## src/rtl/display_pkg.sv

```systemverilog
// rtl/display_pkg.sv - shared constants, state codes and snapshot type for the display scanner
package display_pkg;

  localparam int          FIELD_COUNT     = 44;
  localparam int          NAME_W          = 40;
  localparam int          VALUE_W         = 32;
  localparam logic [3:0]  CHARS_PER_FIELD = 4'd13;
  localparam logic [3:0]  NAME_LEN        = 4'd5;
  localparam logic [3:0]  LAST_POS        = CHARS_PER_FIELD - 4'd1;

  localparam logic [7:0]  ASCII_ZERO      = 8'h30;
  localparam logic [7:0]  ASCII_A         = 8'h41;

  localparam logic [2:0]  ST_SETUP        = 3'd0;
  localparam logic [2:0]  ST_WAIT         = 3'd1;
  localparam logic [2:0]  ST_CAPTURE      = 3'd2;
  localparam logic [2:0]  ST_EMIT         = 3'd3;
  localparam logic [2:0]  ST_ADVANCE      = 3'd4;

  typedef struct packed {
    logic [NAME_W-1:0]  name;
    logic [VALUE_W-1:0] value;
  } snapshot_t;

endpackage

```

## src/rtl/display_scanner_if.sv

```systemverilog
// rtl/display_scanner_if.sv - producer request/reply and character stream bundle
interface display_scanner_if;
  logic [5:0]  display_number;
  logic        display_valid;
  logic [39:0] display_name;
  logic [31:0] display_value;
  logic        char_valid;
  logic        char_ready;
  logic [5:0]  char_field;
  logic [3:0]  char_pos;
  logic [7:0]  char_data;
  logic        frame_done;

  modport master (
    output display_number,
    input  display_valid, display_name, display_value,
    output char_valid, char_field, char_pos, char_data, frame_done,
    input  char_ready
  );

  modport slave (
    input  display_number,
    output display_valid, display_name, display_value,
    input  char_valid, char_field, char_pos, char_data, frame_done,
    output char_ready
  );
endinterface

```

## src/rtl/hex_ascii.sv

```systemverilog
// rtl/hex_ascii.sv - nibble to uppercase ASCII hex digit
module hex_ascii
  import display_pkg::*;
(
  input  logic [3:0] nibble,
  output logic [7:0] ascii
);
  assign ascii = (nibble < 4'd10) ? ASCII_ZERO + {4'h0, nibble}
                                  : ASCII_A + {4'h0, nibble - 4'd10};
endmodule

```

## src/rtl/display_scanner.sv

```systemverilog
// rtl/display_scanner.sv - walks producer fields and streams name + hex value characters
module display_scanner
  import display_pkg::*;
#(
  parameter int NUM_FIELDS = FIELD_COUNT,
  parameter int SETTLE     = 2
) (
  input  logic              clk,
  input  logic              resetn,
  display_scanner_if.master bus
);
  localparam logic [5:0] LAST_FIELD  = 6'(NUM_FIELDS);
  localparam logic [3:0] SETTLE_LOAD = 4'(SETTLE - 1);

  logic [2:0] state;
  logic [3:0] settle_cnt;
  logic [5:0] field;
  logic [3:0] pos;
  snapshot_t  snap;
  logic [2:0] nib_idx;
  logic [3:0] nib;
  logic [7:0] hex_char;
  logic [7:0] name_char;
  logic       emitting;
  logic       accept;

  assign emitting = (state == ST_EMIT);
  assign accept   = emitting && bus.char_ready;

  // pos 5..12 maps to nibble 7..0 of the value, MSB first
  assign nib_idx = 3'(LAST_POS - pos);
  assign nib     = 4'(snap.value >> {nib_idx, 2'b00});

  hex_ascii u_hex (
    .nibble (nib),
    .ascii  (hex_char)
  );

  always_comb begin
    name_char = 8'h00;
    case (pos)
      4'd0:    name_char = snap.name[39:32];
      4'd1:    name_char = snap.name[31:24];
      4'd2:    name_char = snap.name[23:16];
      4'd3:    name_char = snap.name[15:8];
      4'd4:    name_char = snap.name[7:0];
      default: name_char = 8'h00;
    endcase
  end

  assign bus.display_number = field;
  assign bus.char_valid     = emitting;
  assign bus.char_field     = emitting ? field : 6'd0;
  assign bus.char_pos       = emitting ? pos : 4'd0;
  assign bus.char_data      = !emitting ? 8'h00 : (pos < NAME_LEN) ? name_char : hex_char;
  assign bus.frame_done     = (state == ST_ADVANCE) && (field == LAST_FIELD);

  always_ff @(posedge clk or negedge resetn) begin
    if (!resetn) begin
      state      <= ST_SETUP;
      settle_cnt <= 4'd0;
      field      <= 6'd1;
      pos        <= 4'd0;
      snap       <= '0;
    end else begin
      case (state)
        ST_SETUP: begin
          settle_cnt <= SETTLE_LOAD;
          state      <= ST_WAIT;
        end
        ST_WAIT: begin
          // WAIT plus CAPTURE together span SETTLE cycles
          if (settle_cnt <= 4'd1) state <= ST_CAPTURE;
          if (settle_cnt != 4'd0) settle_cnt <= settle_cnt - 4'd1;
        end
        ST_CAPTURE: begin
          snap.name  <= bus.display_name;
          snap.value <= bus.display_value;
          pos        <= 4'd0;
          state      <= bus.display_valid ? ST_EMIT : ST_ADVANCE;
        end
        ST_EMIT: begin
          if (accept) begin
            if (pos == LAST_POS) begin
              pos   <= 4'd0;
              state <= ST_ADVANCE;
            end else begin
              pos <= pos + 4'd1;
            end
          end
        end
        ST_ADVANCE: begin
          field <= (field == LAST_FIELD) ? 6'd1 : field + 6'd1;
          state <= ST_SETUP;
        end
        default: state <= ST_SETUP;
      endcase
    end
  end
endmodule
```

## src/flat_wrapper.sv

```systemverilog
// flat-port wrapper written by rule: the top's interface ports become plain ports
module display_scanner_flat import display_pkg::*;
#(
  parameter int NUM_FIELDS = FIELD_COUNT,
  parameter int SETTLE     = 2
)
  (clk, resetn, bus_display_number, bus_display_valid, bus_display_name, bus_display_value, bus_char_valid, bus_char_field, bus_char_pos, bus_char_data, bus_frame_done, bus_char_ready);
  display_scanner_if bus_i ();
  input  logic clk;
  input  logic resetn;
  output wire logic [$bits(bus_i.display_number)-1:0] bus_display_number;
  input wire logic [$bits(bus_i.display_valid)-1:0] bus_display_valid;
  input wire logic [$bits(bus_i.display_name)-1:0] bus_display_name;
  input wire logic [$bits(bus_i.display_value)-1:0] bus_display_value;
  output wire logic [$bits(bus_i.char_valid)-1:0] bus_char_valid;
  output wire logic [$bits(bus_i.char_field)-1:0] bus_char_field;
  output wire logic [$bits(bus_i.char_pos)-1:0] bus_char_pos;
  output wire logic [$bits(bus_i.char_data)-1:0] bus_char_data;
  output wire logic [$bits(bus_i.frame_done)-1:0] bus_frame_done;
  input wire logic [$bits(bus_i.char_ready)-1:0] bus_char_ready;
  assign bus_display_number = bus_i.display_number;
  assign bus_i.display_valid = bus_display_valid;
  assign bus_i.display_name = bus_display_name;
  assign bus_i.display_value = bus_display_value;
  assign bus_char_valid = bus_i.char_valid;
  assign bus_char_field = bus_i.char_field;
  assign bus_char_pos = bus_i.char_pos;
  assign bus_char_data = bus_i.char_data;
  assign bus_frame_done = bus_i.frame_done;
  assign bus_i.char_ready = bus_char_ready;
  display_scanner #(.NUM_FIELDS(NUM_FIELDS), .SETTLE(SETTLE)) u_core (.clk(clk), .resetn(resetn), .bus(bus_i));
endmodule
```

## config.mk

```make
export PLATFORM = sky130hd
export DESIGN_NAME = display_scanner_flat
export DESIGN_NICKNAME = d
export VERILOG_FILES = /design/src/rtl/display_pkg.sv /design/src/rtl/display_scanner_if.sv /design/src/rtl/hex_ascii.sv /design/src/rtl/display_scanner.sv /design/src/flat_wrapper.sv
export SDC_FILE = /design/constraint.sdc
export NUM_CORES = 1
export LEC_CHECK = 0
export CORE_ASPECT_RATIO = 1.4
export CORE_UTILIZATION = 40
export DETAILED_ROUTE_END_ITERATION = 16
export GPL_ROUTABILITY_DRIVEN = 0
export PLACE_DENSITY = 0.66
export SYNTH_ARGS = -nofsm -noshare
export SYNTH_HDL_FRONTEND = slang
export SYNTH_HIERARCHICAL = 1
export SYNTH_SLANG_ARGS = --single-unit
```

## constraint.sdc

```tcl
create_clock -name clk -period 7 [get_ports clk]
set_clock_uncertainty 0.05 [all_clocks]
set_input_delay 0.7 -clock clk [delete_from_list [all_inputs] [get_ports clk]]
set_output_delay 0.7 -clock clk [all_outputs]
set_load 0.005 [all_outputs]
```

After elaboration in Yosys (flattened, before gate mapping):

Index checks and enable logic that the tools add are counted.

* shift-type cells: 1
* equal/unequal tests: 14
* magnitude comparators: 3
* reduce and logical (&&, ||, !) cells: 10
* muxes and demuxes: 17
* add/sub/neg operators: 7

Operator list (count)
* $pmux W8 S5: 1
* $shr A32 B5 Y4: 1
* $mux W8: 3
* $mux W4: 4
* $pmux W4 S2: 2
* $mux W3: 4
* $mux W6: 2
* $pmux W3 S4: 1
* $add A7 B4 Y8 const A: 1
* $eq A4 B2 Y1 const B: 2
* $add A6 B4 Y7 const A: 1
* $add A6 B1 Y6 const B: 1
* $eq A3 B2 Y1 const B: 2
* $eq A6 B6 Y1 const B: 1
* $add A4 B1 Y4 const B: 1
* $eq A4 B1 Y1 const B: 1
* $eq A4 B3 Y1 const B: 1
* $eq A4 B4 Y1 const B: 1
* $le A4 B1 Y1 const B: 1
* $logic_not A4 Y1: 1
* $lt A4 B3 Y1 const B: 1
* $lt A4 B4 Y1 const B: 1
* $ne A2 B1 Y1 const B: 2
* $ne A2 B2 Y1 const B: 2
* other kinds (11): 14

* bits in registers: 89
* output and inout port bits: 26

Logic depth before layout (Yosys ltp):

* depth in word-level cells: 7
* mapped depth: 12
* mapped depth without buffers: 10

Modules after synthesis:

The synthesis kept the hierarchy.

By module, submodules not included
* display_scanner: cells an instance 345, instances 1, seq. area each 2228.4 um2, area an instance 4320.4 um2
* hex_ascii: cells an instance 20, instances 1, seq. area each 0.0 um2, area an instance 135.1 um2

Worst setup path after synthesis:

No wires, ideal clock.

* path kind: reg-to-output
* from: register u_core.pos[0]
* to: output port bus_char_data[2]
* cell stages (with the launch flop): 13
* path buffers: 2
* required time: 6.250 ns
* arrival: 2.862 ns
* path slack: 3.388 ns
* cell sequence: dfrtp_1 buf_2 inv_1 ha_1 buf_1 mux4_2 mux2_2 inv_1 ha_1 xor2_1 a21oi_1 o21ai_0 a21oi_1

* cells in the longest elaborated chain, start to end: 7
* elaborated cells on any way between the ends: 16
* those cells by class: 4 x add/sub; 2 x order compare; 4 x eq/ne; 1 x shift; 4 x mux; 1 x reduce/logical

Ends and longest elaborated chain
* start: declaration: line display_scanner.sv:18 `logic [3:0] pos;`
* start signal: assignment: line display_scanner.sv:88 `pos <= pos + 4'd1;`
* $sub A3 B3 Y3 (*): line display_scanner.sv:31 `assign nib_idx = 3'(LAST_POS - pos);`
* $shr A32 B5 Y4 (*): line display_scanner.sv:32 `assign nib = 4'(snap.value >> {nib_idx, 2'b00});`
* via u_core.nib[1]: line display_scanner.sv:21 `logic [3:0] nib;`
* $sub A4 B4 Y4: line hex_ascii.sv:9 `: ASCII_A + {4'h0, nibble - 4'd10};`
* $add A7 B4 Y8: line hex_ascii.sv:9
* $mux W8 (*): line hex_ascii.sv:8 `assign ascii = (nibble < 4'd10) ? ASCII_ZERO + {4'h0, nibble}`
* via u_core.hex_char[2]: line display_scanner.sv:22 `logic [7:0] hex_char;`
* $mux W8 (*) (2 in a row): line display_scanner.sv:55 `assign bus.char_data = !emitting ? 8'h00 : (pos < NAME_LEN) ? name_char : hex_char;`
* end: declaration: line flat_wrapper.sv:18 `output wire logic [$bits(bus_i.char_data)-1:0] bus_char_data;`

The timed path passes the listed nets; every way through them passes the cells marked *.

Worst setup path after layout:

Same ends and word-level chain as after synthesis.

==> summary.txt <==
Floorplanning
  • Die Ht: 126.9 um
  • Die footprint: 11570 um2
  • Std-Cell Rows: 45
  • Core ar.: 10870 um2
  • Die width: 91.20 um
  • Top Ports: 102
  • Initial core utilization: 0.4100

CTS
  • Clock buffer depth: 2
  • Post-CTS Hold Buffers: 0
  • CTS resizes: 0
  • Root buffer cell: clkbuf_16
  • Sink Count: 89
  • Worst-Skew Late Latency: 0.34 ns
  • Total CTS buffers: 9
  • Post-CTS Setup Bufs: 0
  • H-tree depth: 3
  • CTS tree: yes
  • Reg clk slew, reported paths: 0.07 ns

Logic synthesis
  • Synth Net Count: 452
  • Cell area after synthesis: 4456 um2
  • Ys async rst share: 1.000
  • FF+latch count, synth: 89
  • Register area share after synthesis: 0.5001
  • Post-synth top flop: dfrtp_1
  • Mean Syn Cell Area: 12.21 um2
  • Cell count after synthesis: 365
  • Post-synth EDFFs: 0
  • Synthesis Warnings: 6
  • Netlist cell types: 48

STA
  • Endpoints failing setup: 0
  • F_max: 0.2084 GHz
  • Pins Over Slew Limit: 0
  • Final Hold Viols: 0
  • Worst Max-Slew Pin Slew: 0.9126 ns
  • Tcrit/Tclk final: 0.6853
  • Total negative setup slack: 0 ns
  • Min Clock Period, post-route: 4.797 ns
  • RSZ-0062 raised after global routing: false
  • Slew margin rel.: 0.3916

Final layout
  • Finished Cell Area: 5886 um2
  • Post-Layout Cell Count: 605
  • P&R area growth vs syn: 32.10%
  • Layout Utilization: 0.5416
  • Diodes inserted: 0
  • # nets final: 546
  • Layout cells sized above 1: 0.2349

Run
  • Number of max-cap violations: 0

Pwr
  • Sequential power share: 0.352
  • Worst vdd ir: 211.4 uV
  • Int Power: 1768 uW
  • Net Sw Power: 955.3 uW
  • Comb pwr share: 0.461
  • Switching part of the total: 0.3508
  • Pwr dens: 462.7 nW/um2
  • LEAKAGE: 0.002399 uW
  • Clock power share: 0.188

Worst setup path
  • Critical Path RT: 6.25 ns
  • CP arrival: 4.05 ns
  • Critical path's largest stage delay: 0.73 ns
  • CP endpoint kind: output pin
  • Crit Path Category: flop to output pin
  • Critical path cell sequence: inv_1 -> ha_1 -> mux4_2 -> mux2_2 -> inv_1 -> ha_1 -> xor2_1 -> a21oi_1 -> o21ai_0 -> a21oi_1 -> clkdlybuf4s50_1
  • Max FO, Critical Path: 14
  • Crit path launch type: flop
  • Bufs and invs on worst path: 3
  • Crit-path slowest cell: dfrtp_1
  • Cell family with most CP delay: buffers and inverters

Worst hold path
  • Hold Crit Class: primary input to async pin

Global routing
  • First-pass GRT wire length: 17110 um
  • Total Routing Usage GR: 0.1921
  • Initial antenna violation count: 0
  • Vias in the first global route: 3410
  • Pin count of the biggest net entering global routing: 73
  • Overflow after GRT: 0

Placed design
  • Area after DPL: 5565 um2
  • HPWL after detailed placement: 7516 um
  • Placed Cells: 589
  • I/O Buffers: 101

Routing
  • Routed WL: 10250 um
  • DRC Markers: 0
  • ANT nets after route: 0
  • DR WL/cell: 16.94 um
  • Drt initial violations: 163
  • 1st-pass router iterations: 5
  • Via count: 3186
  • Vias/cell: 5.266

Status
  • Status: complete, no violations
[cell type report]
| type | instances | area [um2] |
|---|---|---|
| clock buffer | 10 | 229.0 |
| clock inverter | 6 | 91.34 |
| fill | 924 | 4981 |
| inverter | 17 | 63.81 |
| multi-input combinational | 239 | 2073 |
| sequential | 89 | 2228 |
| tap | 141 | 176.4 |
| timing repair buffer | 103 | 1023 |
[power by group through the flow]
stage	Sequential [uW]	Combinational, uW	Clock (uW)
after floorplan	875	975	0
after global placement	965	1200	0
after detailed placement	970	1250	0
after CTS	961	1260	528
after global routing	996	1390	547
final	958	1250	511
[synth_stat cells (3+ instances only)]
master | instances | area share
o21ai_0 | 13 | 0.015
a31oi_1 | 4 | 0.0056
mux4_2 | 8 | 0.040
mux2_2 | 77 | 0.19
nand3_1 | 10 | 0.011
buf_2 | 10 | 0.011
a211o_1 | 3 | 0.0059
a22oi_1 | 6 | 0.010
a41oi_1 | 4 | 0.0079
dfrtp_1 | 88 | 0.49
nand2b_1 | 7 | 0.0098
nor2_1 | 12 | 0.010
nor2b_1 | 3 | 0.0042
a222oi_1 | 4 | 0.0090
and2_1 | 5 | 0.0070
clkbuf_1 | 7 | 0.0059
inv_1 | 17 | 0.014
a21oi_1 | 18 | 0.020
nand2_1 | 17 | 0.014
ha_1 | 11 | 0.031
a21o_1 | 6 | 0.010
o211ai_1 | 3 | 0.0051
[flip-flops by register name (all words and copies together) (netlist names)]
register	cells
u_core/bus.display_number	6
u_core/settle_cnt	4
u_core/snap	72
u_core/pos	4
u_core/state	3
[metal layers]
layer  part of all wire  track usage  up-vias  wire length [um]
met4              0.026      0.08964        0               265
li1                   -            -     1512                 -
met1               0.41       0.2299     1563              4221
met5                  0            0        -                 0
met3              0.044      0.03717       22               456
met2               0.52       0.3324       89              5305
[cell usage in the layout (no fill, tap or decap), types with 5 or more instances in the layout]
cell,instances
and2_1,5
nand2_1,17
a21o_1,6
mux2_2,77
ha_1,11
clkdlybuf4s50_1,100
o21ai_0,13
a22oi_1,6
mux4_2,8
nand3_1,10
dfrtp_1,88
inv_1,17
nand2b_1,7
nor2_1,12
a21oi_1,18
clkbuf_16,9
[kinds of logic after synthesis]
group	count (synthesis)	synth area share
AO/OA/AOI/OAI	70	0.1067
XOR/XNOR	3	0.005898
flip-flops	89	0.5001
adder cells (fa/ha/maj)	11	0.03089
AND/OR/NAND/NOR	68	0.08256
multiplexers	86	0.2373
buffers and inverters	37	0.03566
other	1	0.0008417
[stage by stage]
step                      setup slack, ns  total power, uW  hold WS [ns]
after floorplan                     3.388             1849        0.3544
after global placement              2.751             2170        0.4423
after detailed placement            2.564             2217        0.4472
after CTS                           2.165             2751        0.3050
after global routing                1.911             2928        0.3262
final                               2.203             2723        0.2946
[path summary, 6_finish.rpt]
check | slack (ns) | to | cells past startpoint | startpoint
max | 2.20 | bus_char_data[2] | 11 | u_core/pos[0]$_DFFE_PN0P_
min | 0.29 | u_core/snap[68]$_DFFE_PN0N_ | 1 | resetn
max reg2reg | 4.62 | u_core/state[0]$_DFFE_PN0P_ | 5 | u_core/pos[0]$_DFFE_PN0P_
min reg2reg | 0.46 | u_core/snap[26]$_DFFE_PN0N_ | 1 | u_core/snap[26]$_DFFE_PN0N_
max in group asynchronous | 5.59 | u_core/bus.display_number[1]$_DFFE_PN0P_ | 2 | resetn
min in group clk | 0.46 | u_core/snap[26]$_DFFE_PN0N_ | 1 | u_core/snap[26]$_DFFE_PN0N_
Power figures use the tool's default switching activity.
==> edit 1: new RTL, same flow settings <==
Set the package constant `FIELD_COUNT` to 32 (it was 44).
--- a/src/rtl/display_pkg.sv
+++ b/src/rtl/display_pkg.sv
@@ -1,7 +1,7 @@
 // rtl/display_pkg.sv - shared constants, state codes and snapshot type for the display scanner
 package display_pkg;
 
-  localparam int          FIELD_COUNT     = 44;
+  localparam int          FIELD_COUNT     = 32;
   localparam int          NAME_W          = 40;
   localparam int          VALUE_W         = 32;
   localparam logic [3:0]  CHARS_PER_FIELD = 4'd13;
Function: no difference found for any inputs over 10 cycles, from zero or initial values and one cycle with resetn low; that may be too few to reach the edited logic, so the function may still have changed.
==> edit 1 against the original RTL <==
Worst setup slack worse by 0.040 ns; clock power down 5.9%; synthesized area up 0.37%; design area down 0.23%; non-clock buffer count unchanged; sequential cell count unchanged; total power down 5.2%; wire length down 3.1%; critical path type unchanged; highest routed layer unchanged.
==> edit 1: results (changes against the original RTL) <==
stage	metric	value	unit	change
routing	WL per Instance	16.52	um	-2.5%
worst_setup_path	CP peak stage delay	0.76	ns	+0.03 ns
sta	Total Negative Setup Slacks	0	ns	unchanged
power_and_ir_drop	Peak VDD IR	0.0001829	V	-13%
routing	1st-pass router iterations	4		-1
place	Area after DPL	5567	sq um	about the same
routing	DRC errors left	0		unchanged
global_routing	grt met1 use	22.19	%	-0.80 points
power_and_ir_drop	leakage power	0.002388	uW	-0.48%
global_routing	wire length of the first global-routing pass	16230	um	-5.2%
place	Place WS	2.521	ns	-0.04340 ns
global_routing	grt met3 use	3.750	%	+0.033 points
routing	vias	3115		-2.2%
cells_and_area	layout cell share with drive strength beyond 1	23.91	%	+0.42 points
run_status	result of the run	completed		
place	DPL Wire Length	7395	um	-1.6%
place	placed cells	585		-0.68%
cells_and_area	Layout area overhead	31.31	%	
synth	most area-consuming cells after synthesis	dfrtp_1, mux2_2, mux4_2, a21oi_1, ha_1		
worst_setup_path	worst setup path start	u_core/pos[0]$_DFFE_PN0P_		
synth	synth cell count leaders	dfrtp_1, mux2_2, a21oi_1		
cells_and_area	nets	542		-0.73%
synth	Syn Nets	447		-1.1%
synth	Seq/Total Area, Yosys	49.83	%	-0.18 points
synth	Post-Synthesis Cells	360		-1.4%
routing	drt initial violations	95		-42%
clock_network	PostCTS Resize Cnt	0		unchanged
global_routing	gr usage total	18.16	%	-1.1 points
global_routing	largest net degree at the start of global routing	72		-1.4%
sta	Final min period	4.838	ns	+0.04030 ns
worst_setup_path	flop2flop setup slack	4.56	ns	-0.06 ns
global_routing	grt met2 use	32.09	%	-1.2 points
worst_setup_path	R2R Path Start	u_core/state[2]$_DFFE_PN0P_		
worst_hold_path	Hold Path Class	input pin to async pin		
synth	count of cell types in the netlist	52		+8.3%
clock_network	clock root buffer	clkbuf_16		
sta	Tightest Pin Transition	0.8941	ns	-0.01851 ns
routing	Vias/cell	5.183		-1.6%
synth	Async S/R FF share, synth	100.0	%	unchanged
worst_setup_path	CP Data Arrival Time	4.09	ns	+0.04 ns
global_routing	vias in the first global route	3252		-4.6%
-- edit 1: cell families after synthesis --
kind of cell	share of synthesized area [%]
buffers and inverters	3.861
DFF	49.83
and+or+nand+nor	7.135
other	0.08386
adders and majority gates	3.078
muxes	23.64
AOI/OAI and AO/OA	11.39
xor gates and xnor gates	0.9795
-- edit 1: metal layers --
layer | vias to the layer above | share of wire, %
li1 | 1503 | -
met5 | - | 0
met1 | 1540 | 42
met2 | 65 | 53
met4 | 0 | 1.0
met3 | 7 | 3.9
-- edit 1: metrics by stage --
step	utilization, %	hold slack, ns
final	54.04	0.1769
after global routing	54.04	0.1849
after CTS	54.04	0.1703
after detailed placement	51.23	0.4242
after global placement	51.23	0.4200
after floorplan	-	0.3544
-- edit 1: layout make-up --
cell class	count	area [sq um]
Sequential cell	89	2228
Inverter	18	67.56
Clock inverter	6	66.31
Fill cell	944	4995
Multi-Input combinational cell	234	2071
Timing Repair Buffer	103	1023
Clock buffer	10	239.0
Tap cell	141	176.4
-- edit 1: where the power goes --
| group | internal (uW) | total, uW | switching, uW |
|---|---|---|---|
| sequential | 770 | 961 | 191 |
| combinational | 637 | 1140 | 504 |
| clock | 287 | 481 | 194 |
| total | 1690 | 2580 | 890 |
-- edit 1: final timing paths --
path | endpoint | depth (start not counted)
min in group clk | u_core/settle_cnt[3]$_DFFE_PN0P_ | 1
max in group asynchronous | u_core/snap[45]$_DFFE_PN0N_ | 2
worst max-delay path | bus_char_data[2] | 11
worst max register to register | u_core/snap[5]$_DFFE_PN0N_ | 4
worst min register to register | u_core/settle_cnt[3]$_DFFE_PN0P_ | 1
worst min-delay path | u_core/snap[69]$_DFFE_PN0N_ | 1
==> edit 2: new RTL, same settings <==
Made on the original files. Reset style: synchronous (`resetn`), changed in one clocked block.
--- a/src/rtl/display_scanner.sv
+++ b/src/rtl/display_scanner.sv
@@ -55,7 +55,7 @@
   assign bus.char_data      = !emitting ? 8'h00 : (pos < NAME_LEN) ? name_char : hex_char;
   assign bus.frame_done     = (state == ST_ADVANCE) && (field == LAST_FIELD);
 
-  always_ff @(posedge clk or negedge resetn) begin
+  always_ff @(posedge clk) begin
     if (!resetn) begin
       state      <= ST_SETUP;
       settle_cnt <= 4'd0;
Function: differs if resetn is asserted again (counterexample within 4 cycles, from zero or initial values and one cycle with resetn low); with resetn held inactive, the same outputs for 10 cycles.
==> edit 2 against the original RTL <==
Sequential cell count is the same; worst setup slack worse by 0.16 ns; global-route usage up 1.3 points; wire length increased by 7.3%; design area fell by 4.7%; non-clock buffer count is the same; synthesized area is 3.8% lower.
Power is not compared: it rests on default switching activity, and its combinational part moved more than twofold at a synthesized area within 25%.
==> edit 2: results (changes against the original RTL) <==
stage	metric	value	unit	change
clock_network	CTS HTree Levels	3		unchanged
place	placed cells	751		+28%
global_routing	gr usage total	20.47	%	+1.3 points
clock_network	Clock Pin Slew Worst Setup and Hold Paths	0.06	ns	
synth	adder-cell share of the synthesized area	2.918	%	-0.17 points
worst_hold_path	Hold Path Class	register to register		
run_status	result of the run	completed		
synth	Synth Area in Compound Gates	18.21	%	+7.5 points
routing	Vias/cell	5.223		-0.81%
cells_and_area	nets	710		+30%
synth	most area-consuming cells after synthesis	dfxtp_1, nand2_1, a21oi_1, mux4_2, ha_1		
synth	Async S/R FF share, synth	0	%	-100 points
place	DPL Wire Length	7949	um	+5.8%
synth	mux cell area share after synthesis	5.719	%	-18 points
global_routing	vias in the first global route	3815		+12%
cells_and_area	layout cell share with drive strength beyond 1	5.892	%	-18 points
global_routing	wire length of the first global-routing pass	17700	um	+3.4%
worst_setup_path	Max Fanout on Critical Path	21		+7
routing	final WL	10990	um	+7.3%
worst_setup_path	CP Data Arrival Time	4.21	ns	+0.16 ns
synth	Main synth FF type	dfxtp_1		
synth	count of cell types in the netlist	50		+4.2%
routing	drt initial violations	275		+69%
synth	Syn Nets	638		+41%
synth	Post-Synthesis Cells	552		+51%
synth	Synth Area in XOR/XNOR	1.226	%	+0.64 points
==> edit 2: area by class of cell <==
class | instances | area (sq um)
well taps | 138 | 172.7
multi-input cells | 403 | 2250
clock buffers | 12 | 246.5
fillers | 959 | 4796
clock inverters | 3 | 65.06
flip-flops and latches | 89 | 1782
inverters | 18 | 67.56
repair buffers | 103 | 1026
==> edit 2: per-layer routing <==
layer  up-vias  share of wire [%]  track usage, %
met5         -                  0               0
met1      1867                 42           25.43
met2       114                 51           34.53
met4         0                2.1           7.470
met3        13                4.6           3.777
li1       2007                  -               -
==> edit 2: power breakdown <==
group          switching, uW  internal (uW)  leakage (uW)
registers               25.0            540      0.000723
logic                   98.4           90.2       0.00108
clock network            181            320      0.000153
==> edit 2: final timing paths <==
path	start	to	slack (ns)	cells past startpoint
setup / recovery	u_core/pos[0]$_SDFFE_PN0P_	bus_char_data[2]	2.04	11
hold / removal	u_core/snap[29]$_SDFFE_PN0P_	u_core/snap[29]$_SDFFE_PN0P_	0.40	2
setup reg to reg	u_core/pos[0]$_SDFFE_PN0P_	u_core/pos[1]$_SDFFE_PN0P_	4.61	6
hold reg to reg	u_core/snap[29]$_SDFFE_PN0P_	u_core/snap[29]$_SDFFE_PN0P_	0.40	2
==> edit 2: critical path, cell delays in order, from the launching register on <==
cell and delay [ns]:
dfxtp_1 0.75, inv_1 0.18, ha_1 0.50, xor2_1 0.47, mux2_2 0.45, inv_1 0.10, ha_1 0.26, xor2_1 0.17
a21oi_1 0.14, o21ai_0 0.10, a21oi_1 0.21, clkdlybuf4s50_1 0.54
